### src/rtl/gpr_sb_if.sv
// Register-file port bundle: read ports, two write ports, scoreboard set and status.
// The master side is the decode/writeback pipeline; the slave side is the register file.
interface gpr_sb_if #(
   parameter int DATA_W = 32,
   parameter int ADDR_W = 5,
   parameter int NUM_RD = 2
);
   logic [NUM_RD*ADDR_W-1:0] rd_addr;
   logic [NUM_RD*DATA_W-1:0] rd_data;
   logic [NUM_RD-1:0]        rd_busy;
   logic                     wa_we_;
   logic [ADDR_W-1:0]        wa_addr;
   logic [DATA_W-1:0]        wa_data;
   logic                     wb_we_;
   logic [ADDR_W-1:0]        wb_addr;
   logic [DATA_W-1:0]        wb_data;
   logic                     sb_set_;
   logic [ADDR_W-1:0]        sb_addr;
   logic [ADDR_W:0]          busy_cnt;
   logic [1:0]               err;

   modport master (
      output rd_addr, wa_we_, wa_addr, wa_data, wb_we_, wb_addr, wb_data, sb_set_, sb_addr,
      input  rd_data, rd_busy, busy_cnt, err
   );

   modport slave (
      input  rd_addr, wa_we_, wa_addr, wa_data, wb_we_, wb_addr, wb_data, sb_set_, sb_addr,
      output rd_data, rd_busy, busy_cnt, err
   );
endinterface

### src/rtl/gpr_sb_file.sv
// General-purpose register file with two write ports, write-through bypass on every read
// port and a per-register pending-load scoreboard used by decode for load-use stalls.
module gpr_sb_file #(
   parameter int DATA_W  = 32,
   parameter int ADDR_W  = 5,
   parameter int NUM_RD  = 2,
   parameter int ZERO_R0 = 1
) (
   input logic    clk,
   input logic    reset_,
   gpr_sb_if.slave bus
);
   localparam int DEPTH = 2**ADDR_W;
   localparam bit ZR    = (ZERO_R0 != 0);

   logic [DATA_W-1:0]        regs [DEPTH];
   logic [DEPTH-1:0]         busy;
   logic [DEPTH-1:0]         busy_nxt;
   logic [ADDR_W:0]          busy_cnt_q;
   logic [ADDR_W:0]          cnt_nxt;
   logic [1:0]               err_q;
   logic [1:0]               err_new;
   logic                     wa_act;
   logic                     wb_act;
   logic                     wb_clr;
   logic                     sb_act;
   logic [ADDR_W-1:0]        rd_a;
   logic                     hit_b;
   logic [NUM_RD*DATA_W-1:0] rd_data_c;
   logic [NUM_RD-1:0]        rd_busy_c;

   // With ZR set, register 0 is hard-wired: writes and load marks to it vanish here.
   assign wa_act = !bus.wa_we_  && !(ZR && bus.wa_addr == '0);
   assign wb_act = !bus.wb_we_  && !(ZR && bus.wb_addr == '0);
   assign sb_act = !bus.sb_set_ && !(ZR && bus.sb_addr == '0);
   assign wb_clr = !bus.wb_we_;

   always_comb begin
      busy_nxt = busy;
      if (wb_clr) busy_nxt[bus.wb_addr] = 1'b0;
      // A new load issued to the register being returned takes priority over the clear.
      if (sb_act) busy_nxt[bus.sb_addr] = 1'b1;
      cnt_nxt = '0;
      for (int i = 0; i < DEPTH; i++) cnt_nxt = cnt_nxt + {{ADDR_W{1'b0}}, busy_nxt[i]};
      err_new[0] = wa_act && wb_act && (bus.wa_addr == bus.wb_addr);
      err_new[1] = sb_act && busy[bus.sb_addr] && !(wb_clr && bus.wb_addr == bus.sb_addr);
   end

   always_ff @(posedge clk or negedge reset_) begin
      if (!reset_) begin
         for (int i = 0; i < DEPTH; i++) regs[i] <= '0;
         busy       <= '0;
         busy_cnt_q <= '0;
         err_q      <= 2'b00;
      end else begin
         if (wa_act) regs[bus.wa_addr] <= bus.wa_data;
         if (wb_act) regs[bus.wb_addr] <= bus.wb_data;
         busy       <= busy_nxt;
         busy_cnt_q <= cnt_nxt;
         err_q      <= err_q | err_new;
      end
   end

   // Read priority: port B bypass, then port A bypass, then stored contents.
   always_comb begin
      rd_data_c = '0;
      rd_busy_c = '0;
      rd_a      = '0;
      hit_b     = 1'b0;
      for (int i = 0; i < NUM_RD; i++) begin
         rd_a  = bus.rd_addr[i*ADDR_W +: ADDR_W];
         hit_b = !bus.wb_we_ && (bus.wb_addr == rd_a);
         if (ZR && rd_a == '0)
            rd_data_c[i*DATA_W +: DATA_W] = '0;
         else if (hit_b)
            rd_data_c[i*DATA_W +: DATA_W] = bus.wb_data;
         else if (!bus.wa_we_ && bus.wa_addr == rd_a)
            rd_data_c[i*DATA_W +: DATA_W] = bus.wa_data;
         else
            rd_data_c[i*DATA_W +: DATA_W] = regs[rd_a];
         rd_busy_c[i] = busy[rd_a] & ~hit_b;
      end
   end

   assign bus.rd_data  = rd_data_c;
   assign bus.rd_busy  = rd_busy_c;
   assign bus.busy_cnt = busy_cnt_q;
   assign bus.err      = err_q;
endmodule

### src/flat_wrapper.sv
// flat-port wrapper written by rule: the top's interface ports become plain ports
module gpr_sb_file_flat 
#(
   parameter int DATA_W  = 32,
   parameter int ADDR_W  = 5,
   parameter int NUM_RD  = 2,
   parameter int ZERO_R0 = 1
)
  (clk, reset_, bus_rd_addr, bus_wa_we_, bus_wa_addr, bus_wa_data, bus_wb_we_, bus_wb_addr, bus_wb_data, bus_sb_set_, bus_sb_addr, bus_rd_data, bus_rd_busy, bus_busy_cnt, bus_err);
  gpr_sb_if #(.DATA_W(DATA_W), .ADDR_W(ADDR_W), .NUM_RD(NUM_RD)) bus_i ();
  input logic clk;
  input logic reset_;
  input wire logic [$bits(bus_i.rd_addr)-1:0] bus_rd_addr;
  input wire logic [$bits(bus_i.wa_we_)-1:0] bus_wa_we_;
  input wire logic [$bits(bus_i.wa_addr)-1:0] bus_wa_addr;
  input wire logic [$bits(bus_i.wa_data)-1:0] bus_wa_data;
  input wire logic [$bits(bus_i.wb_we_)-1:0] bus_wb_we_;
  input wire logic [$bits(bus_i.wb_addr)-1:0] bus_wb_addr;
  input wire logic [$bits(bus_i.wb_data)-1:0] bus_wb_data;
  input wire logic [$bits(bus_i.sb_set_)-1:0] bus_sb_set_;
  input wire logic [$bits(bus_i.sb_addr)-1:0] bus_sb_addr;
  output wire logic [$bits(bus_i.rd_data)-1:0] bus_rd_data;
  output wire logic [$bits(bus_i.rd_busy)-1:0] bus_rd_busy;
  output wire logic [$bits(bus_i.busy_cnt)-1:0] bus_busy_cnt;
  output wire logic [$bits(bus_i.err)-1:0] bus_err;
  assign bus_i.rd_addr = bus_rd_addr;
  assign bus_i.wa_we_ = bus_wa_we_;
  assign bus_i.wa_addr = bus_wa_addr;
  assign bus_i.wa_data = bus_wa_data;
  assign bus_i.wb_we_ = bus_wb_we_;
  assign bus_i.wb_addr = bus_wb_addr;
  assign bus_i.wb_data = bus_wb_data;
  assign bus_i.sb_set_ = bus_sb_set_;
  assign bus_i.sb_addr = bus_sb_addr;
  assign bus_rd_data = bus_i.rd_data;
  assign bus_rd_busy = bus_i.rd_busy;
  assign bus_busy_cnt = bus_i.busy_cnt;
  assign bus_err = bus_i.err;
  gpr_sb_file #(.DATA_W(DATA_W), .ADDR_W(ADDR_W), .NUM_RD(NUM_RD), .ZERO_R0(ZERO_R0)) u_core (.clk(clk), .reset_(reset_), .bus(bus_i));
endmodule
### config.mk
export PLATFORM = sky130hd
export DESIGN_NAME = gpr_sb_file_flat
export DESIGN_NICKNAME = d
export VERILOG_FILES = /design/src/rtl/gpr_sb_if.sv /design/src/rtl/gpr_sb_file.sv /design/src/flat_wrapper.sv
export SDC_FILE = /design/constraint.sdc
export NUM_CORES = 2
export LEC_CHECK = 0
export CAP_MARGIN = 5
export CORE_MARGIN = 2
export CORE_UTILIZATION = 41
export CTS_CLUSTER_DIAMETER = 100
export DETAILED_ROUTE_END_ITERATION = 7
export GPL_TIMING_DRIVEN = 0
export PLACE_DENSITY_LB_ADDON = 0.12
export SLEW_MARGIN = 30
export SYNTH_ARGS = -nofsm -noshare
export SYNTH_HDL_FRONTEND = slang
export SYNTH_SLANG_ARGS = --single-unit
### constraint.sdc
create_clock -name clk -period 8.42 [get_ports clk]
set_input_delay 1.684 -clock clk [delete_from_list [all_inputs] [get_ports clk]]
set_output_delay 1.684 -clock clk [all_outputs]
set_load 0.05 [all_outputs]
==> Flow_metrics.wiki <==
{| class="wikitable"
! Metric !! Value
|-
| Status || finished, violations left
|-
| Violations in the final reports || negative setup slack
|-
| Worst hold start || u_core.bus.err[1]
|-
| Fin nets || approximately 7,300
|-
| Critical path endpoint category || primary output
|-
| Stage delay of the slowest cell on the critical path || 0.93 ns
|-
| Fin crit share || 102%
|-
| Post-route minimum period || about 8.6 ns
|-
| Count of flip-flops with a built-in enable after synthesis || 0
|-
| Total via count after detailed routing || roughly 65,000
|-
| Die X || between 400 and 500 um
|-
| Clock net sink count || between 1,000 and 1,500
|-
| Type of the worst setup path || input pin to primary output
|-
| Num CTS Buffers || around 140
|-
| Transition at the pin with the smallest max-transition slack || ~1.2 ns
|-
| Final core area utilization || ~47%
|-
| Final count of pins violating max slew || 0
|-
| Number of global-route vias before repair || ~62,000
|-
| Crit Reg-Reg Startpoint || u_core.busy[1]
|-
| Worst-skew pair later-pin latency || approximately 0.83 ns
|-
| Antenna violations before repair || 27
|-
| CTS root buffer || clkbuf_16
|-
| TritonCTS clock tree || built
|-
| Iteration-0 DRC count of the detailed router || between 10,000 and 15,000
|-
| Data required time of the worst path || just under 7 ns
|-
| Post-synth design cell area || between 60,000 and 70,000 um2
|-
| Internal || approximately 13,000 uW
|-
| Share of cells above drive strength 1 || between 10% and 20%
|-
| Cells along the critical path || clkdlybuf4s50_1 > buf_4 > buf_4 > buf_2 > buf_2 > mux4_2 > mux2i_1 > o2111ai_1 > o2111ai_1 > o221ai_1 > clkdlybuf4s50_1
|-
| Clock share of power || slightly below 30%
|-
| Post-CTS setup buffer count || 0
|-
| Setup TNS || -0.707 ns
|-
| Critical path arrival || about 6.9 ns
|-
| Maximum clock path buffer count || 3
|-
| Worst path top cell family by delay || buffers and inverters
|-
| DRC violations left || 0
|-
| Avg Inst Size Synth || ~10 um2
|-
| Number of unique standard cell types used by synthesis || 76
|-
| Final setup fails || 11
|-
| Die Outline Area || approximately 170,000 um2
|-
| Pin count of the biggest net entering global routing || 120
|-
| Final weighted congestion in routability-driven placement || ~1.1
|-
| CP Launch Point || bus_rd_addr[1]
|-
| Rows || 150
|-
| Post-Synthesis Net Count || ~7,000
|-
| Global-route wire length before repair || ~550,000 um
|-
| I/O Buffers || roughly 120
|-
| GR Util All Layers || 46.8%
|-
| Total design power || between 20,000 and 25,000 uW
|-
| Share of flip-flops with an asynchronous set or reset || between 90% and 100%
|-
| Register area share after synthesis || 38.6%
|-
| Buf+Inv Stages, Crit Path || 6
|-
| Fin Clk Skew || roughly 0.011 ns
|-
| CTS H-Tree Depth || 4
|-
| Setup WS post-layout || -0.162 ns
|-
| Initial Utilization || between 40 and 50%
|-
| Combinational fraction of design power || roughly 34%
|-
| Remaining global-route overflow || 0
|-
| Post-route antenna net violation count || 0
|-
| Drt wl/cell || between 40 and 50 um
|-
| Sw Share || a little under two fifths
|-
| Worst Hold Slack || roughly 0.47 ns
|-
| Growth of design area from synthesis to finish || 13.9%
|-
| Max-slew headroom at the worst pin || a little over a fifth
|-
| Top-Level Pins || between 150 and 200
|-
| Area of the placeable core || between 150,000 and 200,000 um2
|-
| Yosys reg bits || 1,064
|-
| Router iterations before antenna repair || 8
|-
| Maximum frequency from static timing analysis || around 0.12 GHz
|-
| Kind of path behind the tightest hold check || flop to flop
|-
| Setup repair after global routing missed its margin || false
|-
| Crit-path slowest cell || clkdlybuf4s50_1
|-
| Maxcap violations || 0
|-
| Footprint of the multi-input gates || 38,100 um2
|-
| Total routed wirelength || 413,000 um
|-
| Type of origin of the critical path || input pin
|-
| Placed wire-length estimate || 330,000 um
|-
| VDD IR max || roughly 0.0015 V
|-
| Synth Warn # || 0
|-
| Die Y || a little over 400 um
|-
| Layout fillers || ~16,000
|-
| Post-CTS clock slew at the launch and capture registers of the worst setup and hold paths || roughly 0.06 ns
|-
| Power per cell area || 272 nW/um2
|-
| Share of power burned in registers || a little over a third
|-
| Storage element area || approximately 27,000 um2
|-
| Standby leakage power || 0.0337 uW
|-
| Via-per-instance ratio || between 6 and 7
|-
| Hold Fails Final Rpt || 0
|-
| Number of hold buffers added after CTS || 0
|-
| Mapped Cells || between 6,000 and 7,000
|-
| Power dissipated by switching net loads || between 8000 and 9000 uW
|-
| CP max FO || 11
|-
| Prevailing post-synth register cell || dfrtp_1
|}
-- worst paths after layout --
path	to	slack [ns]	cells past startpoint
min reg2reg	u_core.bus.err[1]	0.47	1
min	u_core.bus.err[1]	0.47	1
max	bus_rd_data[1]	-0.16	11
max in group asynchronous	u_core.regs[796]	5.33	5
min in group asynchronous	u_core.regs[200]	0.77	1
max reg2reg	u_core.bus.busy_cnt[4]	2.99	17
-- layout make-up --
class	count	share of cell area [%]
Clock buffer	203	5.35
Multi-Input combinational cell	4810	48.4
Timing Repair Buffer	158	2.44
Inverter	119	0.568
Antenna cell	19	0.0604
Buffer	871	5.19
Tap cell	2204	3.51
Sequential cell	1064	33.9
Clock inverter	38	0.601
-- sequential cells by signal (all words and copies together), names as in the netlist --
signal               cells
u_core.bus.busy_cnt      6
u_core.bus.err           2
u_core.regs           1024
u_core.busy             32
-- synthesized netlist by cell type (all sizes together), types with 5 or more instances --
master | number | area (um2)
a211o | 45 | 394
and2 | 12 | 75.1
xor2 | 21 | 184
nor2 | 557 | 2170
dfrtp | 1064 | 26600
o221a | 11 | 124
nand3 | 41 | 210
nor3b | 9 | 72.6
o32ai | 14 | 123
and3b | 5 | 43.8
o221ai | 63 | 552
or2 | 5 | 31.3
mux2i | 1295 | 13000
inv | 119 | 447
a221oi | 15 | 131
xnor2 | 12 | 105
o21ai | 566 | 2830
or3b | 5 | 43.8
ha | 8 | 100
or3 | 6 | 42.5
a22oi | 42 | 315
nor4 | 6 | 50.0
buf | 283 | 1740
nor3 | 53 | 292
mux4 | 320 | 7210
a21oi | 564 | 2820
o2111ai | 51 | 447
a32oi | 128 | 1120
a211oi | 17 | 128
nor2b | 7 | 43.8
o22a | 21 | 184
o31ai | 18 | 135
nand2 | 577 | 2170
a32o | 19 | 190
a31oi | 29 | 181
nand2b | 7 | 46.3
mux2 | 78 | 878
o211ai | 12 | 90.1
nand3b | 9 | 71.3
a22o | 21 | 184
clkbuf | 589 | 2220
fa | 24 | 480
o22ai | 93 | 582
-- placed cells by master, fill, tap and decap left out, drive strengths merged, types with 128 or more instances in the layout --
master  instances
a32oi         128
nand2         577
a21oi         564
clkbuf        794
nor2          557
o21ai         566
buf           315
mux4          320
dfrtp        1064
mux2i        1295
-- routing by layer --
layer  up-vias  routed length [um]  track usage [%]
met2      4902              169000             65.6
met5         -                 201                0
met4        18               28200             27.6
met3      1057               54900             18.4
met1     33500              160000             60.8
li1      25700                   -                -
-- per-stage QoR --
stage	std cells	setup slack, ns	instance area [um2]
floorplan	6865	1.13	69100
global placement	9193	-48.01	73100
detailed placement	9224	-1.09	73800
CTS	9464	0.0445	78500
global route	9469	0.00536	78600
finish	9486	-0.162	78700
-- power by group through the flow --
stage / clock network, uW / registers [uW] / logic, uW
after floorplan: 0 / 7290 / 4750
after global placement: 0 / 7720 / 7000
after detailed placement: 0 / 7720 / 7130
after global routing: 6510 / 7860 / 7800
after CTS: 6340 / 7660 / 7160
final: 6370 / 7770 / 7270
-- timing repair --
| item | in CTS | in global routing |
|---|---|---|
| pin swaps | 0 | 0 |
| gates resized for setup | 1 | 4 |
| setup endpoints to repair | 2 | 3 |
| cloned | 0 | 0 |
-- logic make-up after synthesis --
family	share of synthesized area (%)
AO/OA/AOI/OAI	15.4
AND/OR/NAND/NOR	7.96
multiplexers	30.5
buffers and inverters	6.38
flip-flops	38.6
XOR/XNOR	0.418
adder cells (fa/ha/maj)	0.841
Note: power is estimated with default switching activity, not from simulation.
